==> config.mk <==
export PLATFORM = sky130hd
export DESIGN_NAME = mem_arbiter
export DESIGN_NICKNAME = d
export VERILOG_FILES = /design/src/rtl/vr16_pkg.sv /design/src/rtl/mem_arbiter_arb_select.sv /design/src/rtl/mem_arbiter.sv
export SDC_FILE = /design/constraint.sdc
export NUM_CORES = 1
export LEC_CHECK = 0
export BUFFER_PORTS_ARGS = -buffer_cell sky130_fd_sc_hd__buf_2
export CAP_MARGIN = 20
export CORE_ASPECT_RATIO = 1.4
export CORE_MARGIN = 5
export CORE_UTILIZATION = 39
export CTS_BUF_LIST = sky130_fd_sc_hd__clkbuf_16
export CTS_CLUSTER_DIAMETER = 150
export DETAILED_ROUTE_END_ITERATION = 8
export GPL_TIMING_DRIVEN = 0
export PLACE_DENSITY = 0.74
export SLEW_MARGIN = 15
export SYNTH_ARGS = -nofsm -noshare
export SYNTH_HDL_FRONTEND = slang
export SYNTH_SLANG_ARGS = --single-unit
==> constraint.sdc <==
create_clock -name clk -period 1.5 [get_ports clk]
set_clock_uncertainty 0.1 [all_clocks]
set_input_delay 0.3 -clock clk [delete_from_list [all_inputs] [get_ports clk]]
set_output_delay 0.3 -clock clk [all_outputs]
set_load 0.005 [all_outputs]
==> src/rtl/vr16_pkg.sv <==
// Shared types for the VR16 memory arbiter: FSM states and port identifiers.
package vr16_pkg;

    typedef enum logic {
        IDLE   = 1'b0,
        ACCESS = 1'b1
    } arb_state_t;

    localparam logic PORT_IF = 1'b0;
    localparam logic PORT_D  = 1'b1;

endpackage

==> src/rtl/mem_arbiter_arb_select.sv <==
// Winner pick between fetch and data requesters; MEM_ARB_ROUND_ROBIN_EN selects round-robin.
// Latency: purely combinational.
// Backpressure: none; the caller decides when the pick is consumed.
module arb_select
    import vr16_pkg::*;
(
    input  logic if_req,
    input  logic d_req,
`ifdef MEM_ARB_ROUND_ROBIN_EN
    input  logic last_owner,
`endif
    output logic any_req,
    output logic winner
);

    assign any_req = if_req | d_req;

    always_comb begin
        winner = PORT_D;
        if (if_req && d_req) begin
`ifdef MEM_ARB_ROUND_ROBIN_EN
            winner = ~last_owner;
`else
            winner = PORT_D;
`endif
        end else if (if_req) begin
            winner = PORT_IF;
        end
    end

endmodule

==> src/rtl/mem_arbiter.sv <==
// Shares the single-port VR16 memory between fetch (port 0) and load/store (port 1); MEM_ARB_ROUND_ROBIN_EN enables round-robin.
// Latency: grant same cycle as request, done/err one cycle after mem_ack or budget expiry.
// Backpressure: requests hold until their gnt; losers simply wait for the next IDLE cycle.
module mem_arbiter
    import vr16_pkg::*;
#(
    parameter int ADDR_W  = 16,
    parameter int DATA_W  = 16,
    parameter int TIMEOUT = 16
) (
    input  logic              clk,
    input  logic              reset,
    input  logic              if_req,
    input  logic [ADDR_W-1:0] if_addr,
    input  logic              d_req,
    input  logic              d_we,
    input  logic [ADDR_W-1:0] d_addr,
    input  logic [DATA_W-1:0] d_wdata,
    output logic              if_gnt,
    output logic              d_gnt,
    output logic              if_done,
    output logic              d_done,
    output logic              if_err,
    output logic              d_err,
    output logic [DATA_W-1:0] rdata,
    output logic              busy,
    output logic              mem_req,
    output logic              mem_we,
    output logic [ADDR_W-1:0] mem_addr,
    output logic [DATA_W-1:0] mem_wdata,
    input  logic              mem_ack,
    input  logic [DATA_W-1:0] mem_rdata
);

    localparam int CNT_W = (TIMEOUT > 1) ? $clog2(TIMEOUT) : 1;
    localparam logic [CNT_W-1:0] CNT_LAST = CNT_W'(TIMEOUT - 1);

    arb_state_t        state;
    logic              owner;
    logic              we_q;
    logic [ADDR_W-1:0] addr_q;
    logic [DATA_W-1:0] wdata_q;
    logic [CNT_W-1:0]  cnt;
    logic              any_req;
    logic              winner;
    logic              grant;
    logic              timeout_hit;
`ifdef MEM_ARB_ROUND_ROBIN_EN
    logic              last_owner;
`endif

    arb_select u_arb_select (
        .if_req     (if_req),
        .d_req      (d_req),
`ifdef MEM_ARB_ROUND_ROBIN_EN
        .last_owner (last_owner),
`endif
        .any_req    (any_req),
        .winner     (winner)
    );

    // Gated by reset so a request held through reset is not granted without being latched.
    assign grant       = (state == IDLE) && any_req && !reset;
    assign if_gnt      = grant && (winner == PORT_IF);
    assign d_gnt       = grant && (winner == PORT_D);
    assign busy        = (state != IDLE);
    assign mem_req     = (state == ACCESS);
    assign mem_we      = mem_req && we_q;
    assign mem_addr    = addr_q;
    assign mem_wdata   = wdata_q;
    assign timeout_hit = (TIMEOUT > 0) && (cnt == CNT_LAST);

    always_ff @(posedge clk) begin
        if (reset) begin
            state      <= IDLE;
            owner      <= PORT_IF;
            we_q       <= 1'b0;
            addr_q     <= '0;
            wdata_q    <= '0;
            cnt        <= '0;
            rdata      <= '0;
            if_done    <= 1'b0;
            d_done     <= 1'b0;
            if_err     <= 1'b0;
            d_err      <= 1'b0;
`ifdef MEM_ARB_ROUND_ROBIN_EN
            last_owner <= PORT_D;
`endif
        end else begin
            if_done <= 1'b0;
            d_done  <= 1'b0;
            if_err  <= 1'b0;
            d_err   <= 1'b0;
            case (state)
                IDLE: begin
                    if (any_req) begin
                        owner <= winner;
                        cnt   <= '0;
                        state <= ACCESS;
`ifdef MEM_ARB_ROUND_ROBIN_EN
                        last_owner <= winner;
`endif
                        if (winner == PORT_D) begin
                            addr_q  <= d_addr;
                            we_q    <= d_we;
                            wdata_q <= d_wdata;
                        end else begin
                            addr_q  <= if_addr;
                            we_q    <= 1'b0;
                            wdata_q <= '0;
                        end
                    end
                end
                ACCESS: begin
                    // An ack in the final budget cycle still completes the access.
                    if (mem_ack) begin
                        rdata   <= mem_rdata;
                        if_done <= (owner == PORT_IF);
                        d_done  <= (owner == PORT_D);
                        state   <= IDLE;
                    end else if (timeout_hit) begin
                        if_err <= (owner == PORT_IF);
                        d_err  <= (owner == PORT_D);
                        state  <= IDLE;
                    end else if (TIMEOUT > 0) begin
                        cnt <= cnt + 1'b1;
                    end
                end
                default: state <= IDLE;
            endcase
        end
    end

endmodule

Word level (Yosys, flattened, before mapping)
Cells that the tools add are included.

Add/subtract/negate cells: 1. $mul: 0. Divide/modulo/power cells: 0. Magnitude comparators: 0. Equality and inequality tests: 4. Shifts and indexed selects: 0. Muxes and demuxes: 13. Bitwise logic cells: 6. Reduce and logical (&&, ||, !) cells: 12.

Operators with widths (count): 2-to-1 mux 16 bit (2); 2-to-1 mux 4 bit (3); one-hot mux 4 bit (2 select lines) (1); logical AND 1 bit (6); 2-to-1 mux 1 bit (6); inequality test 2 bit (second input constant) (3); NOT 1 bit (5); adder 4 x 1 -> 4 bit (second input constant) (1); == test 4 bit (second input constant) (1); AND reduction 2 bit (2); OR reduction 4 bit (1); AND reduction 3 bit (1); OR reduction 3 bit (1); one-hot mux 1 bit (2 select lines) (1); zero test 1 bit (1); bitwise OR 1 bit (1).

Flip-flop bits (word level): 59. Bits in latches: 0. Bits in writable memories: 0. ROM bits: 0. Input port bits: 70. Output and inout bits: 57. Word-level logic and storage cells: 47. Memories kept: 0.

Longest topological paths before layout
Gate-level depths: netlist (run 1).

Depth in word-level cells: 4. Depth in mapped cells: 5. Gate-level depth less buffers: 4.

Hierarchy
Synthesis (run 1) repeated with hierarchy kept, for this count alone.

Cell total of the unflattened synthesis: 233. Area total of the unflattened synthesis: 2243.4 µm².

By module, submodules not included: mem_arbiter (times used 1, cells each 231, area each 2230.9 µm², sequential area each 1181.1 µm²); arb_select (times used 1, cells each 2, area each 12.5 µm², sequential area each 0.0 µm²).

Worst setup path before layout (run 1)
No wires, ideal clock.

Path kind: register -> register. Start: register cnt[0]. End: register cnt[0]. Library setup time: 0.070 ns. Data arrival time: 1.203 ns. Data required time: 1.330 ns. Setup slack: 0.127 ns. Cell stages (with the launch flop): 5. Buffers on the path: 0. Clock period less this slack: 1.373 ns. Cell sequence: dfxtp_1 ha_1 and3_1 or3_1 a21oi_1.

Cells in the longest elaborated chain, start to end: 4. Elaborated cells on any way between the ends: 7. Those cells by class: add/sub (1); eq/ne (2); mux (3); reduce/logical (1).

RTL lines: start: declaration (line mem_arbiter.sv:43) `logic [CNT_W-1:0] cnt;`; start signal: assignment (line mem_arbiter.sv:126) `cnt <= cnt + 1'b1;`; adder 4 x 1 -> 4 bit (line mem_arbiter.sv:126); 2-to-1 mux 4 bit (line mem_arbiter.sv:121) `end else if (timeout_hit) begin`; 2-to-1 mux 4 bit (line mem_arbiter.sv:116) `if (mem_ack) begin`; one-hot mux 4 bit (2 select lines) (line mem_arbiter.sv:94) `case (state)`.

Parallel ways exist; a longest one is shown, timed or not. The select of a mux whose other input is x is not followed. A chain may end at the register's enable or synchronous reset.

Final worst setup path (run 1)
Start: register state (netlist: busy). End: output port d_gnt.

Cells in the longest elaborated chain, start to end: 4.

RTL lines: start: declaration (line mem_arbiter.sv:38) `arb_state_t state;`; start signal: assignment (line mem_arbiter.sv:75) `state <= IDLE;`; start signal: assignment (line mem_arbiter.sv:99) `state <= ACCESS;`; start signal: assignment (line mem_arbiter.sv:120) `state <= IDLE;`; NOT 1 bit (no source line); logical AND 1 bit (2 in a row) (line mem_arbiter.sv:63) `assign grant = (state == IDLE) && any_req && !reset;`; logical AND 1 bit (line mem_arbiter.sv:65) `assign d_gnt = grant && (winner == PORT_D);`; end: declaration (line mem_arbiter.sv:20) `output logic d_gnt,`.

Every way passes these cells.

==> results of run 1 <==
worst max-delay path: stages (launching register included):
cell     delay, ns
dfxtp_4       0.34
buf_8         0.12
nor3b_4       0.20
buf_6         0.13
buf_6         0.08
cells in the final DEF, fill, tap and decap left out, types with 2 or more instances in the layout:
cell / n
nor2_1: 18
buf_4: 11
clkinvlp_4: 2
dfxtp_1: 58
buf_8: 2
clkbuf_4: 2
nor2b_1: 3
nor3_1: 2
a311oi_1: 15
nand3_1: 11
nand2_1: 71
a21oi_1: 26
clkbuf_16: 9
o211ai_1: 4
nor3b_1: 2
buf_2: 127
bufinv_16: 2
a22o_1: 10
clkbuf_1: 3
buf_6: 7
synth_stat cells, types with 2 or more instances:
master	instances	area share [%]
a21oi_1	27	6.0
a22o_1	10	3.9
a311oi_1	16	6.2
and2_1	2	0.55
buf_2	14	3.1
buf_4	4	1.3
clkbuf_1	4	0.66
dfxtp_1	59	52
nand2_1	72	12
nand3_1	11	2.4
nor2_1	18	3.0
nor2b_1	3	0.83
nor3_1	2	0.44
nor3b_1	2	0.66
o211ai_1	4	1.3
where the power goes:
group	switching, uW	internal (uW)
Sequential	49.7	1670
Combinational	283	294
Clock	701	1440
Total	1030	3410
final cells by class:
cell class	count	area share [%]
sequential	59	34.5
multi-input combinational	181	28.6
timing repair buffer	132	20.1
clock buffer	9	6.56
buffer	22	4.99
clock inverter	7	2.70
tap	70	2.55
cells by family (layout without fill, tap and decap cells):
kind of cell    Yosys count  in the layout
flops                    59             59
buf+inv                  24            170
compound gates           62             62
fa+ha+maj                 1              1
simple gates            118            118
how the worst min path moves through the flow:
stage	slack, ns	cells past startpoint	to
finish	0.09	2	mem_wdata[11]
detailed placement	0.34	2	mem_wdata[2]
CTS	0.09	2	mem_wdata[11]
global route	0.09	2	mem_wdata[11]
floorplan	0.33	1	mem_wdata[0]
global placement	0.34	2	mem_wdata[3]
routing by layer:
metal | track usage, % | vias up
met5 | 0 | -
met4 | 8.36 | 0
met3 | 5.41 | 9
met2 | 29.9 | 86
met1 | 20.2 | 1050
li1 | - | 1191
flip-flops by register name, summed over array words and instances (netlist names), 4 cells and up:
register,count
mem_addr,16
mem_wdata,16
rdata,16
cnt,4
stage by stage:
| step | utilization, % | setup WS (ns) | instances | TNS, ns |
|---|---|---|---|---|
| global placement | 52.0 | -0.0857 | 459 | -0.352 |
| floorplan | - | 0.127 | 264 | 0 |
| finish | 59.8 | -0.0972 | 480 | -0.162 |
| detailed placement | 52.0 | -0.101 | 459 | -0.510 |
| global route | 59.8 | -0.127 | 480 | -0.379 |
| CTS | 58.9 | -0.0941 | 480 | -0.190 |
what timing repair did:
item / in CTS / in global routing
pin swaps: 1 / 8
hold buffers: 0 / 0
resized for setup: 12 / 21
cloned: 0 / 1
setup endpoints to repair: 15 / 40
setup buffers: 6 / 0
==> impl_metrics.tcl, run 1 <==
set metrics [dict create \
    status "complete, but fails checks" \
    failed_checks "negative setup slack" \
    cts_buffers 9 \
    fin_crit_sh_pct 106 \
    netlist_instances 264 \
    portBuffers 125 \
    cts.reportedPaths.clkPinSlew_ns 0.05 \
    drive_gt1_share_pct 42.4 \
    regArea_sq_um 1180 \
    grt_overflow 0 \
    tightest_slew_ns 0.570 \
    die_w_um 74.5 \
    whs_ns 0.0941 \
    cp-start-kind "flip-flop" \
    synth_compound_area_share_pct 18.9 \
    multi_input_area_sq_um 981 \
    wl_met3_um 656 \
    setup_viol 3 \
    r2r_setup_slack_ns 0.03 \
    dieArea_sq_um 7460 \
    setup_ws_ns -0.0972 \
    clock_sinks 59 \
    synth-xor-area-share_pct 0 \
    die_height_um 100 \
    drt-met1-wl_um 2640 \
    p_leak_uw 0.00164 \
    yosysWarnings 0 \
    p_total_uw 4440 \
    ys_ff_latch 59 \
    synth_top_family_by_area "simple AND/OR/NAND/NOR gates" \
    slew_headroom_pct 62.0 \
    hp-start "d_wdata[11]" \
    r2r_end "we_q" \
    synth_area_sq_um 2270 \
    grt_util_all_layers_pct 17.8 \
    grt_max_degree 16 \
    design_area_sq_um 3430 \
    slew_viol_final 0 \
    synth_cell_type_count 31 \
    routed_wl_um 6630 \
    clock_latency_ns 0.32 \
    io_pins 127 \
    fillers 545 \
    endpoint "d_gnt" \
    core_area_sq_um 5740 \
    place_congestion 0.767 \
    crit_arrival_ns 1.20 \
    area_delta_synth_final_pct 51.4 \
    vias 2336 \
    post-route-min-period_ns 1.60 \
    crit_type "flip-flop to output port" \
    startpoint "busy" \
    vdd_drop_max_v 0.000833 \
    start_util_pct 39.5 \
    post-dp-hpwl_um 4920 \
    dpl-instance-area_sq_um 2980 \
    synthFlopType "dfxtp_1" \
    firstDrtPassIters 4 \
    final_hold_viol_count 0 \
    rsz0062_at_grt "true" \
    synthAdderAreaFrac_pct 0.552 \
    hp-class "input pin to flip-flop" \
    syn_avg_cell_area_sq_um 8.59 \
    rr_startpoint "busy" \
    ctsLongestPathBuffers 2 \
    drc_errors 0 \
    grt_pass1_vias 2289 \
    grt_pass1_wl_um 10300 \
    synth_simple_gate_area_share_pct 22.7 \
    worstSetupEndpointType "output port" \
    wl_met2_um 3230 \
    synth_edf_count 0 \
    synth.net_count 335 \
    antenna_left 0 \
    drt_iter0_drc 84 \
    yosysSeqAreaShare_pct 52.1 \
    cts_root_buf "clkbuf_16" \
    antenna_found_initial 0 \
    crit_required_ns 1.10 \
    cts-htree-levels 3 \
    antenna_cells 0 \
    top_layer "met4" \
    power.density_nw_per_um2 1290 \
    async_flop_share_pct 0 \
    maxCapViolCount 0 \
    nNetsFinal 476 \
    crit_fanout 5 \
    synthMuxAreaShare_pct 0 \
    fmax_ghz 0.626 \
    via_per_inst 4.87 \
    wl_per_cell_um 13.8 \
    rows 33 \
    cts_tree "built" \
    worst-r2r-cell-count 6 \
]
(Power assumes the default switching activity.)
==> inputs of run 2 (changes only) <==
- ABC_AREA: unset -> 1
- CORE_UTILIZATION: 39 -> 40
==> run 2 against run 1 <==
  * The flow now finishes without violations
  * Cell area grew 0.11%
  * Cell count grew 14%
  * Wire length shrank 4.8%
  * Total power shrank 9.4%
  * Register-to-register slack gained 0.09 ns
  * Worst hold slack lost 0.022 ns
  * Clock power shrank 21%
  * Critical path type unchanged
==> impl_metrics.tcl, run 2 <==
set metrics [dict create \
    grt_overflow 0 \
    cp_slowest_stage_delay_ns 0.32 \
    slew_viol_final 0 \
    dieArea_sq_um 7620 \
    power.density_nw_per_um2 1170 \
    via_per_inst 4.56 \
    synthAdderAreaFrac_pct 0.525 \
    grt_pass1_wl_um 10100 \
    final_common_cell "buf_2" \
    vdd_drop_max_v 0.000697 \
    syn_avg_cell_area_sq_um 7.26 \
    hp-class "input pin to flip-flop" \
    drt_iter0_drc 103 \
    cp_num_buf_inv 3 \
    synth.net_count 399 \
    yosys.area.top_type "dfxtp_1" \
    cp_top_family "flip-flops" \
    endpoint "d_gnt" \
    finalCoreUtilization_pct 59.0 \
    setup_viol 0 \
    postCtsHoldBufs 0 \
    rsz0062_at_grt "true" \
    synth_edf_count 0 \
    setup_tns_ns 0 \
    antenna_found_initial 0 \
    fin_crit_sh_pct 99.1 \
    vias 2497 \
    post-dp-hpwl_um 4910 \
    antenna_left 0 \
    rows 33 \
    drc_errors 0 \
    tightest_slew_ns 0.482 \
    portBuffers 126 \
    routed_wl_um 6320 \
    wl_per_cell_um 11.5 \
    crit_arrival_ns 1.09 \
    crit_required_ns 1.10 \
    synth_top_family_by_area "simple AND/OR/NAND/NOR gates" \
    slew_headroom_pct 67.9 \
    final_hold_viol_count 0 \
    rr_startpoint "busy" \
    maxCapViolCount 0 \
    synthMuxAreaShare_pct 0 \
    cp-start-kind "flip-flop" \
    yosysSeqAreaShare_pct 49.6 \
    async_flop_share_pct 0 \
    crit_type "flip-flop to output port" \
    r2r_setup_slack_ns 0.12 \
    startpoint "busy" \
    clock_latency_ns 0.32 \
    cts_buffers 9 \
    status "finished, final reports clean" \
    path_depth 5 \
    start_util_pct 40.9 \
    crit_chain "buf_6, nor2_4, nand2_2, inv_2, buf_2" \
    drive_gt1_share_pct 36.6 \
    area_delta_synth_final_pct 44.3 \
    whs_ns 0.0722 \
    netlist_instances 328 \
    fmax_ghz 0.672 \
    clock_sinks 59 \
    ctsLongestPathBuffers 2 \
    synth_top_area_share_pct 49.6 \
    die_w_um 75.2 \
    post-route-min-period_ns 1.49 \
    cts.reportedPaths.clkPinSlew_ns 0.05 \
    cts_root_buf "clkbuf_16" \
    cts_tree "built" \
    yosysWarnings 0 \
    grt_util_all_layers_pct 17.4 \
    crit_fanout 6 \
    die_height_um 101 \
    worstSetupEndpointType "output port" \
    synthFlopType "dfxtp_1" \
    slowest_stage "dfxtp_2" \
    worst-r2r-cell-count 8 \
    synth-xor-area-share_pct 0 \
    synth_cell_type_count 21 \
    synth_area_sq_um 2380 \
    ys_ff_latch 59 \
    firstDrtPassIters 4 \
    core_area_sq_um 5820 \
    io_pins 127 \
    grt_max_degree 11 \
    synth_commonest_cells "nand2_1, dfxtp_1, nor2_1" \
    place_congestion 0.745 \
    antenna_cells 0 \
    layout_common_cells "buf_2, nand2_1, dfxtp_1, nor2_1, a21oi_1" \
    yosysMostFrequentCell "nand2_1" \
    p_leak_uw 0.00184 \
    nNetsFinal 545 \
    synthTopCellsByArea "dfxtp_1, nand2_1, nor2_1, a21oi_1, o21ai_0" \
    synth_simple_gate_area_share_pct 31.9 \
    cts-htree-levels 3 \
    r2r_end "mem_addr[11]" \
    synth_compound_area_share_pct 10.3 \
    grt_pass1_vias 2362 \
]
[run 2: through the flow]
stage	total power, uW	instances	setup WS (ns)	instance area [sq um]
2_1_floorplan	2070	328	0.251	2380
3_3_place_gp	2310	524	-0.0378	3100
3_5_place_dp	2330	524	-0.0441	3100
4_1_cts	4070	545	-0.00406	3400
5_1_grt	4260	548	-0.0523	3440
6_report	4020	548	0.0130	3440
[run 2: how the worst min path moves through the flow]
stage           startpoint  cells after the start            end  slack [ns]
2_1_floorplan   d_wdata[0]                      2   mem_wdata[0]        0.30
3_3_place_gp         owner                      1         if_err        0.34
3_5_place_dp         owner                      1         if_err        0.34
4_1_cts        d_wdata[11]                      3  mem_wdata[11]        0.06
5_1_grt               d_we                      3           we_q        0.07
6_report       d_wdata[15]                      3  mem_wdata[15]        0.07
[run 2: cells by family (layout without fill, tap and decap cells)]
logic type,count (synthesis),count (layout)
adder cells (fa/ha/maj),1,1
buffers and inverters,31,181
AO/OA/AOI/OAI,47,47
AND/OR/NAND/NOR,190,190
flip-flops,59,59
[run 2: layer usage]
metal	vias to the layer above	GRT usage (%)	wire, um
met3	5	8.84	747
met4	0	6.46	70
met5	-	0	0
met2	96	29.8	3090
met1	1075	17.9	2410
li1	1321	-	-
[run 2: worst reg2reg max path: stages (launching register included)]
cell,delay [ns]
dfxtp_2,0.32
buf_6,0.13
buf_4,0.14
inv_4,0.07
o21ai_4,0.12
inv_4,0.11
buf_6,0.14
nand2_1,0.06
a21oi_1,0.11
[run 2: cell type report]
type	count	area, sq um
Buffer	16	120
Inverter	15	63.8
Clock buffer	9	225
Clock inverter	6	27.5
Fill cell	549	2380
Sequential cell	59	1180
Multi-Input combinational cell	238	1030
Tap cell	70	87.6
Timing Repair Buffer	135	698
[run 2: what timing repair did]
item / 4_1_cts / 5_1_grt
endpoints found under the setup margin: 2 / 10
pin swaps: 2 / 0
buffers inserted: 6 / 3
gates resized for setup: 2 / 6
endpoints found under the hold margin: 0 / 0
[run 2: report_power, final]
group          switching (uW)  internal (uW)
Clock                     628           1070
Combinational             310            285
Sequential               51.6           1670
==> inputs of run 3 (changes only) <==
- PLACE_DENSITY: 0.74 -> 0.78
==> run 3 against run 2 <==
  * The flow now finishes with violations (negative setup slack)
  * Register-to-register slack lost 0.02 ns
  * Global-route usage fell by 0.61 points
  * Total power grew 5.9%
  * Fmax down 1.1%
  * Cell count decreased by 0.73%
  * Clock power rose by 15%
  * Non-clock buffer count is 5 lower
  * Sequential share of layout area about the same
  * Via count grew 0.44%
  * Wire length is 0.54% higher
==> impl_metrics.tcl, run 3 (synthesized netlist as in run 2, its figures left out) <==
set metrics [dict create \
    status "complete, but fails checks" \
    failed_checks "negative setup slack" \
    clock_latency_ns 0.31 \
    worstSetupEndpointType "output port" \
    final_hold_viol_count 0 \
    core_area_sq_um 5820 \
    grt_pass1_wl_um 10000 \
    fmax_ghz 0.665 \
    crit_arrival_ns 1.10 \
    fillers 558 \
    maxCapViolCount 0 \
    antenna_cells 0 \
    hp-start "d_wdata[0]" \
    grt_overflow 0 \
    design_area_sq_um 3430 \
    min_delay_path_depth 3 \
    drc_errors 0 \
    setup_ws_ns -0.00420 \
    postCtsHoldBufs 0 \
    power.density_nw_per_um2 1240 \
    r2r_setup_slack_ns 0.10 \
    grt_max_degree 12 \
    slew_headroom_pct 67.4 \
    cts_root_buf "clkbuf_16" \
    place_congestion 0.760 \
    die_w_um 75.2 \
    cts_tree "built" \
    dieArea_sq_um 7620 \
    fin_crit_sh_pct 100 \
    wl_met2_um 3020 \
    nNetsFinal 540 \
    drive_gt1_share_pct 35.9 \
    area_delta_synth_final_pct 44.0 \
    start_util_pct 40.9 \
    dpl-instance-area_sq_um 3100 \
    tightest_slew_ns 0.489 \
    ctsLongestPathBuffers 2 \
    hold_end "mem_wdata[0]" \
    antenna_left 0 \
    vdd_drop_max_v 0.000694 \
    rows 33 \
    rsz0062_at_grt "true" \
    die_height_um 101 \
    regArea_sq_um 1180 \
    setup_viol 1 \
    antenna_found_initial 0 \
    top_layer "met4" \
    p_leak_uw 0.00182 \
    drt_iter0_drc 72 \
    r2r_end "cnt[1]" \
    post-route-min-period_ns 1.50 \
    placed_cells 524 \
    slew_viol_final 0 \
    place_ws_ns -0.0689 \
    wl_met3_um 723 \
    vias 2508 \
    post-dp-hpwl_um 4900 \
    cts.reportedPaths.clkPinSlew_ns 0.05 \
    cp-start-kind "flip-flop" \
    crit_fanout 6 \
    rr_startpoint "cnt[0]" \
    instances_no_fill 544 \
    grt_pass1_vias 2315 \
    layout_common_cells "buf_2, nand2_1, dfxtp_1, nor2_1, a21oi_1" \
    grt_util_all_layers_pct 16.8 \
    routed_wl_um 6350 \
    cts_buffers 9 \
    drt-met1-wl_um 2540 \
    portBuffers 126 \
    worst-r2r-cell-count 6 \
    wl_per_cell_um 11.7 \
    io_pins 127 \
    clock_sinks 59 \
    crit_type "flip-flop to output port" \
    via_per_inst 4.61 \
    firstDrtPassIters 4 \
    final_common_cell "buf_2" \
    cts-htree-levels 3 \
    crit_required_ns 1.10 \
    multi_input_area_sq_um 1020 \
    hp-class "input pin to flip-flop" \
]
==> run 3: final cells by class <==
class / instances / share of cell area [%]
inverters: 15 / 1.86
repair buffers: 130 / 19.3
well taps: 70 / 2.55
flip-flops and latches: 59 / 34.5
multi-input cells: 238 / 29.8
clock inverters: 7 / 1.97
clock buffers: 9 / 6.57
plain buffers: 16 / 3.47
==> run 3: per-stage QoR <==
step                total power (uW)  util (%)  TNS [ns]  hold slack, ns
floorplan                       2070         -         0           0.303
finish                          4260      58.9  -0.00420          0.0705
detailed placement              2330      53.3   -0.0689           0.351
global route                    4460      58.9    -0.127          0.0733
CTS                             4320      58.9   -0.0374          0.0604
global placement                2310      53.3   -0.0659           0.341
==> run 3: worst max-delay path: stages, from the launching register on <==
cell,delay (ns)
dfxtp_2,0.32
buf_6,0.14
nor2_4,0.11
nand2_2,0.07
inv_2,0.06
buf_2,0.10
==> run 3: timing repair <==
action / 4_1_cts / 5_1_grt
buffers inserted: 4 / 0
pin swaps: 1 / 0
hold endpoints to repair: 0 / 0
resized for setup: 2 / 1
setup endpoints to repair: 3 / 4
==> run 3: per-layer routing <==
metal,global-route usage [%],up-vias
met5,0,-
met4,5.11,0
met3,5.86,7
met2,28.6,104
met1,19.6,1084
li1,-,1313
==> run 3: worst max-delay path by stage <==
| stage | slack (ns) | start | cells after the start | end |
|---|---|---|---|---|
| detailed placement | -0.07 | busy | 5 | d_gnt |
| floorplan | 0.25 | busy | 4 | d_gnt |
| finish | -0.004 | busy | 5 | d_gnt |
| global route | -0.08 | busy | 5 | d_gnt |
| global placement | -0.07 | busy | 5 | d_gnt |
| CTS | -0.02 | busy | 5 | d_gnt |
==> run 3: where the power goes <==
part / internal, uW / switching (uW) / total [uW]
registers: 1670 / 52.1 / 1720
logic: 271 / 308 / 580
clock network: 1280 / 683 / 1960
total: 3220 / 1040 / 4260
